**src/rtl/addr_stack_ctrl_pkg.sv**
```systemverilog
// Shared types and constants for the program-address controller:
// op and output-select encodings, bus cycle-type codes, restart vector shift.
package addr_stack_ctrl_pkg;

   typedef enum logic [2:0] {
      OP_NOP   = 3'd0,
      OP_INC   = 3'd1,
      OP_LD_LO = 3'd2,
      OP_LD_HI = 3'd3,
      OP_JUMP  = 3'd4,
      OP_CALL  = 3'd5,
      OP_RET   = 3'd6,
      OP_RST   = 3'd7
   } addr_op_t;

   typedef enum logic [1:0] {
      SEL_NONE = 2'd0,
      SEL_LOW  = 2'd1,
      SEL_HIGH = 2'd2
   } addr_sel_t;

   // Cycle-type codes ride in D7:D6 of the high address byte
   localparam logic [1:0] CYC_PCI = 2'b00;
   localparam logic [1:0] CYC_PCR = 2'b10;
   localparam logic [1:0] CYC_PCC = 2'b01;
   localparam logic [1:0] CYC_PCW = 2'b11;

   localparam int RST_VEC_SHIFT = 3;

endpackage

```
**src/rtl/addr_stack_ctrl_mem.sv**
```systemverilog
// Address stack storage: synchronous write, asynchronous read.
// The read port is tied to sp by the top, so rd_data is the live PC.
module addr_stack_ctrl_mem
   import addr_stack_ctrl_pkg::*;
#(
   parameter int AW    = 14,
   parameter int DEPTH = 8,
   parameter int PTR_W = $clog2(DEPTH)
) (
   input  logic             clk,
   input  logic             rst,
   input  logic [PTR_W-1:0] rd_addr,
   output logic [AW-1:0]    rd_data,
   input  logic             we,
   input  logic [PTR_W-1:0] wr_addr,
   input  logic [AW-1:0]    wr_data
);

   logic [AW-1:0] mem [DEPTH];

   always_ff @(posedge clk) begin
      if (rst) begin
         for (int i = 0; i < DEPTH; i++) mem[i] <= '0;
      end else if (we) begin
         mem[wr_addr] <= wr_data;
      end
   end

   assign rd_data = mem[rd_addr];

endmodule

```
**src/rtl/addr_stack_ctrl.sv**
```systemverilog
// Program-address controller: sequences INC/LD/JUMP/CALL/RET/RST on the
// 8-level address stack and drives the address bytes onto the bus.
module addr_stack_ctrl
   import addr_stack_ctrl_pkg::*;
#(
   parameter int AW    = 14,
   parameter int DEPTH = 8,
   parameter int PTR_W = $clog2(DEPTH)
) (
   input  logic             clk,
   input  logic             rst,
   input  logic             op_valid,
   input  logic [2:0]       op,
   input  logic             cond_ok,
   input  logic [7:0]       data_in,
   input  logic [2:0]       rst_vec,
   input  logic [1:0]       out_sel,
   input  logic [1:0]       cycle_type,
   output logic [7:0]       addr_out,
   output logic             addr_oe,
   output logic [AW-1:0]    pc,
   output logic [PTR_W-1:0] sp,
   output logic [PTR_W:0]   depth,
   output logic             ovf,
   output logic             unf
);

   // Handshake: op_valid qualifies op/cond_ok/data_in/rst_vec for the single
   // clk edge where it is high. There is no ready; every op is accepted.

   localparam logic [PTR_W:0] DEPTH_MAX = (PTR_W+1)'(DEPTH - 1);

   logic [AW-1:0]    tmp, tmp_nxt;
   logic [PTR_W-1:0] sp_nxt;
   logic [PTR_W:0]   depth_nxt;
   logic             ovf_nxt, unf_nxt;
   logic             we;
   logic [PTR_W-1:0] wr_addr;
   logic [AW-1:0]    wr_data;
   logic             do_push;
   logic [AW-1:0]    push_target;
   logic             unused_data_hi;

   assign unused_data_hi = ^data_in[7:AW-8];

   addr_stack_ctrl_mem #(.AW(AW), .DEPTH(DEPTH), .PTR_W(PTR_W)) u_mem (
      .clk     (clk),
      .rst     (rst),
      .rd_addr (sp),
      .rd_data (pc),
      .we      (we),
      .wr_addr (wr_addr),
      .wr_data (wr_data)
   );

   always_comb begin
      tmp_nxt     = tmp;
      sp_nxt      = sp;
      depth_nxt   = depth;
      ovf_nxt     = ovf;
      unf_nxt     = unf;
      we          = 1'b0;
      wr_addr     = sp;
      wr_data     = pc;
      do_push     = 1'b0;
      push_target = tmp;
      if (op_valid) begin
         case (addr_op_t'(op))
            OP_INC: begin
               we      = 1'b1;
               wr_data = pc + 1'b1;
            end
            OP_LD_LO: tmp_nxt[7:0] = data_in;
            OP_LD_HI: tmp_nxt[AW-1:8] = data_in[AW-9:0];
            OP_JUMP: begin
               we      = cond_ok;
               wr_data = tmp;
            end
            OP_CALL: do_push = cond_ok;
            OP_RET: begin
               if (cond_ok) begin
                  sp_nxt = sp - 1'b1;
                  if (depth == '0) unf_nxt = 1'b1;
                  else             depth_nxt = depth - 1'b1;
               end
            end
            OP_RST: begin
               do_push     = 1'b1;
               push_target = AW'(rst_vec) << RST_VEC_SHIFT;
            end
            default: ;
         endcase
      end
      // Old slot keeps the already-incremented PC as the return address
      if (do_push) begin
         sp_nxt  = sp + 1'b1;
         we      = 1'b1;
         wr_addr = sp + 1'b1;
         wr_data = push_target;
         if (depth == DEPTH_MAX) ovf_nxt = 1'b1;
         else                    depth_nxt = depth + 1'b1;
      end
   end

   always_ff @(posedge clk) begin
      if (rst) begin
         tmp   <= '0;
         sp    <= '0;
         depth <= '0;
         ovf   <= 1'b0;
         unf   <= 1'b0;
      end else begin
         tmp   <= tmp_nxt;
         sp    <= sp_nxt;
         depth <= depth_nxt;
         ovf   <= ovf_nxt;
         unf   <= unf_nxt;
      end
   end

   always_comb begin
      addr_out = 8'h00;
      addr_oe  = 1'b0;
      case (addr_sel_t'(out_sel))
         SEL_LOW: begin
            addr_out = pc[7:0];
            addr_oe  = 1'b1;
         end
         SEL_HIGH: begin
            addr_out = {cycle_type, pc[AW-1:8]};
            addr_oe  = 1'b1;
         end
         default: ;
      endcase
   end

endmodule
```
**config.mk**
```make
export PLATFORM = sky130hd
export DESIGN_NAME = addr_stack_ctrl
export DESIGN_NICKNAME = d
export VERILOG_FILES = /design/src/rtl/addr_stack_ctrl_pkg.sv /design/src/rtl/addr_stack_ctrl_mem.sv /design/src/rtl/addr_stack_ctrl.sv
export SDC_FILE = /design/constraint.sdc
export NUM_CORES = 1
export LEC_CHECK = 0
export BUFFER_PORTS_ARGS = -buffer_cell sky130_fd_sc_hd__buf_2
export CAP_MARGIN = 5
export CORE_MARGIN = 2
export CORE_UTILIZATION = 40
export DETAILED_ROUTE_END_ITERATION = 8
export PLACE_DENSITY = 0.59
export SETUP_SLACK_MARGIN = 0.1
export SYNTH_ARGS = -nofsm -noshare
export SYNTH_HDL_FRONTEND = slang
export SYNTH_SLANG_ARGS = --single-unit
export TNS_END_PERCENT = 20
```
**constraint.sdc**
```tcl
create_clock -name clk -period 3.3 [get_ports clk]
set_input_delay 0.165 -clock clk [delete_from_list [all_inputs] [get_ports clk]]
set_output_delay 0.165 -clock clk [all_outputs]
set_load 0.02 [all_outputs]
```
== Yosys cells after proc, flatten, opt, wreduce, memory -nomap -nowiden ==
Memory sizes are Yosys's and may differ from the RTL's. A register that Yosys moved wholly into a read port is not among the register bits.
Index checks and enable logic that the tools add are counted.
Cells by class
  add/subtract/negate cells: 5
  reduce and logical (&&, ||, !) cells: 11
  eq/ne operators: 10
  muxes and demuxes: 33
Operators with widths (count)
  $mux W14: 5
  $pmux W14 S2: 1
  $mux W3: 8
  $mux W4: 6
  $pmux W8 S2: 1
  $add A14 B1 Y14 const B: 1
  $reduce_or A14 Y1: 1
  $eq A3 B3 Y1 const B: 4
  $mux W1: 10
  $eq A3 B2 Y1 const B: 2
  $reduce_and A2 Y1: 3
  $reduce_bool A2 Y1: 3
  $add A4 B1 Y4 const B: 1
  $eq A4 B3 Y1 const B: 1
  $logic_not A4 Y1: 1
  $pmux W1 S2: 2
  $reduce_and A4 Y1: 1
  $sub A4 B1 Y4 const B: 1
  $add A3 B1 Y3 const B: 1
  $eq A3 B1 Y1 const B: 1
  $reduce_and A3 Y1: 1
  $sub A3 B1 Y3 const B: 1
  $eq A2 B1 Y1 const B: 1
  $eq A2 B2 Y1 const B: 1
  $reduce_or A2 Y1: 1
Word-level totals
  word-level logic and storage cells: 66
  bits in registers: 23
  output and inout bits: 32
  input port bits: 22
  memory bits (writable): 112
  memories kept: 1
Memories
  u_mem.mem: depth 8, width 14, rd ports 1, clocked after memory_dff 1, write ports 8, line addr_stack_ctrl_mem.sv:19  | logic [AW-1:0] mem [DEPTH];

== Depth between registers and ports, before layout ==
  word-level depth: 9
  depth in mapped cells: 12

== Cells and area by module ==
From an unflattened synthesis, not the netlist that was laid out.
Unflattened totals
  cell total of the unflattened synthesis: 607
  area total of the unflattened synthesis: 7168.1 sq um
Modules (own cells, without submodules)
  addr_stack_ctrl_mem: times used 1, sequential area each 3363.2 sq um, area each 5109.9 sq um, cells an instance 326
  addr_stack_ctrl: times used 1, sequential area each 460.4 sq um, area each 2058.2 sq um, cells an instance 281

== Worst setup path before layout ==
OpenSTA, ideal clock, no wires.
  kind: register to register
  start: register with a tool-made name
  end: memory u_mem.mem[0][4], data pin
  setup slack: 0.537 ns
  required time: 3.157 ns
  cell stages (with the launch flop): 12
  clock period less this slack: 2.763 ns
  setup time: 0.143 ns
  arrival: 2.620 ns
  cells stage by stage: dfxtp_1 -> buf_6 -> buf_12 -> mux4_1 -> mux2i_1 -> inv_1 -> ha_1 -> nand4_1 -> mux2_2 -> o211ai_1 -> o21ai_1 -> nor2_1
RTL lines (line)
  end, declared: addr_stack_ctrl_mem.sv:19

==> qor.log <==
[drt] TritonRoute pass-1 iters 5
[timing] final-report setup violation count 0
[synthesis] Avg Cell Area, Syn 12.2 sq um
[synthesis] synthesis warning total 0
[synthesis] largest area contributor in the synthesized netlist edfxtp_1
[global_routing] wire length of the first global-routing pass 29.0 mm
[synthesis] adder-cell area share of the yosys netlist 1.64%
[drt] Vias 4951
[layout] fill cell count 1470
[worst_setup_path] critical path data required time 3.45 ns
[synthesis] FFs w/ async S/R, synth 0%
[synthesis] simple-gate area share of the yosys netlist 15.5%
[drt] total detailed-routing wirelength 18.8 mm
[floorplanning] die area 18300 sq um
[worst_setup_path] Setup crit start kind register
[drt] antenna-violating nets left 0
[synthesis] syn_nets 594
[synthesis] Synth top area share 48.9%
[global_routing] overall overflow remaining after global route 0
[synthesis] distinct cell type count after synthesis 64
[clock_tree] number of H-tree levels 4
[drt] drt drc 0
[floorplanning] Core Box Area 16700 sq um
[floorplanning] initial core utilization 41.2%
[power_and_ir_drop] power density cells 533 nW/um^2
[power_and_ir_drop] P_leak 3.08 nW
[drt] routed via count divided by cell count 5.65
[hold_path] Worst Hold Class in -> reg
[floorplanning] I/O pin total 54
[worst_setup_path] maximum fanout along the worst path 24
[timing] final total negative setup slack 0 ns
[clock_tree] TritonCTS clock tree yes
[synthesis] EDFF count, synth 112
[timing] portion of the clock cycle consumed by the worst path in the final layout 88.2%
[timing] worst slack on hold paths 0.226 ns
[layout] count of antenna diodes in the layout 0
[timing] Tightest Pin Transition 0.866 ns
[floorplanning] die width 135 um
[timing] final critical-path required period 2.91 ns
[clock_tree] TritonCTS buffer count 17
[floorplanning] height of the chip 135 um
[timing] count of final hold-check violations 0
[synthesis] complex-gate fraction of the synthesized area 7.55%
[clock_tree] clock edge transition at the registers on the reported setup and hold paths 0.06 ns
[clock_tree] insertion delay to the later sink of the worst-skew pair 0.42 ns
[worst_setup_path] Critical Path Sink Type register
[global_routing] number of antenna violations at the first check in global routing 0
[synthesis] share of cell area taken by muxes after synthesis 15.1%
[floorplanning] total number of placement rows 47
[synthesis] Post-Synthesis Cells 563
[layout] net count reported at finish 674
[timing] final-report max-slew violation count 0
[synthesis] post-synthesis instance area 6880 sq um
[outcome] run status finished, final reports clean
[worst_setup_path] data arrival time of the critical path 3.06 ns
[synthesis] main area contributors after synthesis edfxtp_1 (49%), nor2_1 (8.0%), dfxtp_1 (7.6%)
[power_and_ir_drop] worst vdd rail ir drop 0.000397 V
[hold_path] worst min-delay path startpoint rst_vec[0]
[layout] layout cell share with drive strength beyond 1 24.7%
[synthesis] xor-xnor portion of the synthesized cell area 0.255%
[clock_tree] library cell used as clock root buffer clkbuf_16
[placed_design] IO Port Bufs 53
[placed_design] DP HPWL 12.5 mm
[power_and_ir_drop] sum of internal, switching and leakage power 4.36 mW
[timing] maximum clock frequency 0.344 GHz
[worst_setup_path] critical path class reg -> reg
[synthesis] dominant combinational cell family by area after synthesis simple AND/OR/NAND/NOR gates
[synthesis] flip-flop and latch count after synthesis 138
[global_routing] Overall Global Routing Usage 21.8%
[layout] leading cell types in the layout, fill and taps excluded nor2_1 (146), edfxtp_1 (112), buf_2 (53)
[synthesis] portion of the post-synthesis area used by sequential elements 56.4%
[global_routing] number of global-route vias before repair 5014
[clock_tree] total clock sinks 138
[drt] drt first-iter violations 519
[flow_run] count of maximum capacitance violations 0
[timing] clock tree skew after final layout 0.00769 ns
[layout] signed area change from the synthesized netlist to the final layout 19.1%
[placed_design] last weighted congestion value of the routability-driven placer 0.913
[drt] post-DR wirelength/cell 21.4 um
[clock_tree] Max Root-Sink Buffers 2
[timing] Max-slew headroom 41.8%
[synthesis] Top FF cell, synth edfxtp_1
[global_routing] pin count of the biggest net entering global routing 33
[layout] most common library cell in the layout ignoring fill and taps nor2_1
[timing] setup repair after global routing missed its margin no
routing by layer:
layer  global-route usage (%)  part of all wire, %  up-vias
met5                        0                    0        -
met4                     6.77                  1.3        0
met3                     4.64                  6.2       24
met2                     34.2                   48      176
met1                     30.6                   45     2508
li1                         -                    -     2243
sequential cells by signal (all words and copies together) (netlist names), named ones only:
name	cells
depth	4
u_mem.mem	112
sp	3
tmp	14
unf	1
ovf	1
timing repair:
item | in CTS | in global routing
endpoints found under the hold margin | 10 | 0
buffers inserted | 0 | 0
hold buffers | 8 | 0
gates resized for setup | 0 | 0
metrics by stage:
stage | util (%) | cell area (sq um) | instances | setup slack (ns)
finish | 49.1 | 8190 | 876 | 0.390
global route | 49.1 | 8190 | 876 | 0.253
CTS | 49.1 | 8190 | 876 | 0.378
detailed placement | 45.1 | 7530 | 836 | 0.390
global placement | 45.1 | 7530 | 836 | 0.441
floorplan | - | 6880 | 563 | 0.537
synthesized netlist by cell type, types with 2 or more instances:
library cell and count:
buf_2 2, clkbuf_1 23, or3_1 2, o22ai_1 2, nor2b_1 2, nor2_1 146, ha_1 9, o311a_1 2
mux4_2 17, mux4_1 11, edfxtp_1 112, and2_1 4, mux2_2 10, o21ai_0 7, buf_6 4, nand2b_1 10
nand2_1 34, o21ai_1 3, a22oi_1 13, o211ai_1 2, buf_4 3, inv_1 12, dfxtp_1 26, and4_4 2
a22oi_2 2, a31oi_1 2, mux2i_1 24, nand4_1 5, nor3b_1 4, a21oi_1 22, nor3_1 2, nand3_1 12
power by group:
| group | switching [mW] | leakage, nW | internal (mW) |
|---|---|---|---|
| Clock | 0.752 | 0.285 | 1.14 |
| Combinational | 0.326 | 1.43 | 0.187 |
| Sequential | 0.0212 | 1.37 | 1.94 |
| Total | 1.10 | 3.08 | 3.27 |
area by class of cell:
type	instances	area, sq um	area share [%]
Sequential cell	138	3880	47.4
Multi-Input combinational cell	379	2750	33.6
Timing Repair Buffer	95	651	7.94
Clock buffer	19	443	5.41
Tap cell	220	275	3.36
Clock inverter	13	143	1.74
Inverter	12	45.0	0.550
critical path: stages (launching register included):
cell and delay, ns:
dfxtp_1 0.32, buf_12 0.17, mux4_2 0.34, mux2_2 0.29, and4_4 0.31, nand2_1 0.14, o311a_1 0.41, nor4_4 0.52
nor2_1 0.09
cell families after synthesis:
logic type,after synthesis
AND/OR/NAND/NOR,235
adder cells (fa/ha/maj),9
multiplexers,63
flip-flops,138
buffers and inverters,46
XOR/XNOR,2
AO/OA/AOI/OAI,70
final timing paths:
| kind | to | slack (ns) | cells after the start |
|---|---|---|---|
| setup / recovery | u_mem.mem[2][13] | 0.39 | 8 |
| hold / removal | u_mem.mem[4][3] | 0.23 | 3 |
| setup reg to reg | u_mem.mem[2][13] | 0.39 | 8 |
| hold reg to reg | ovf | 0.47 | 2 |
No activity file was read; power rests on OpenSTA's default activity.
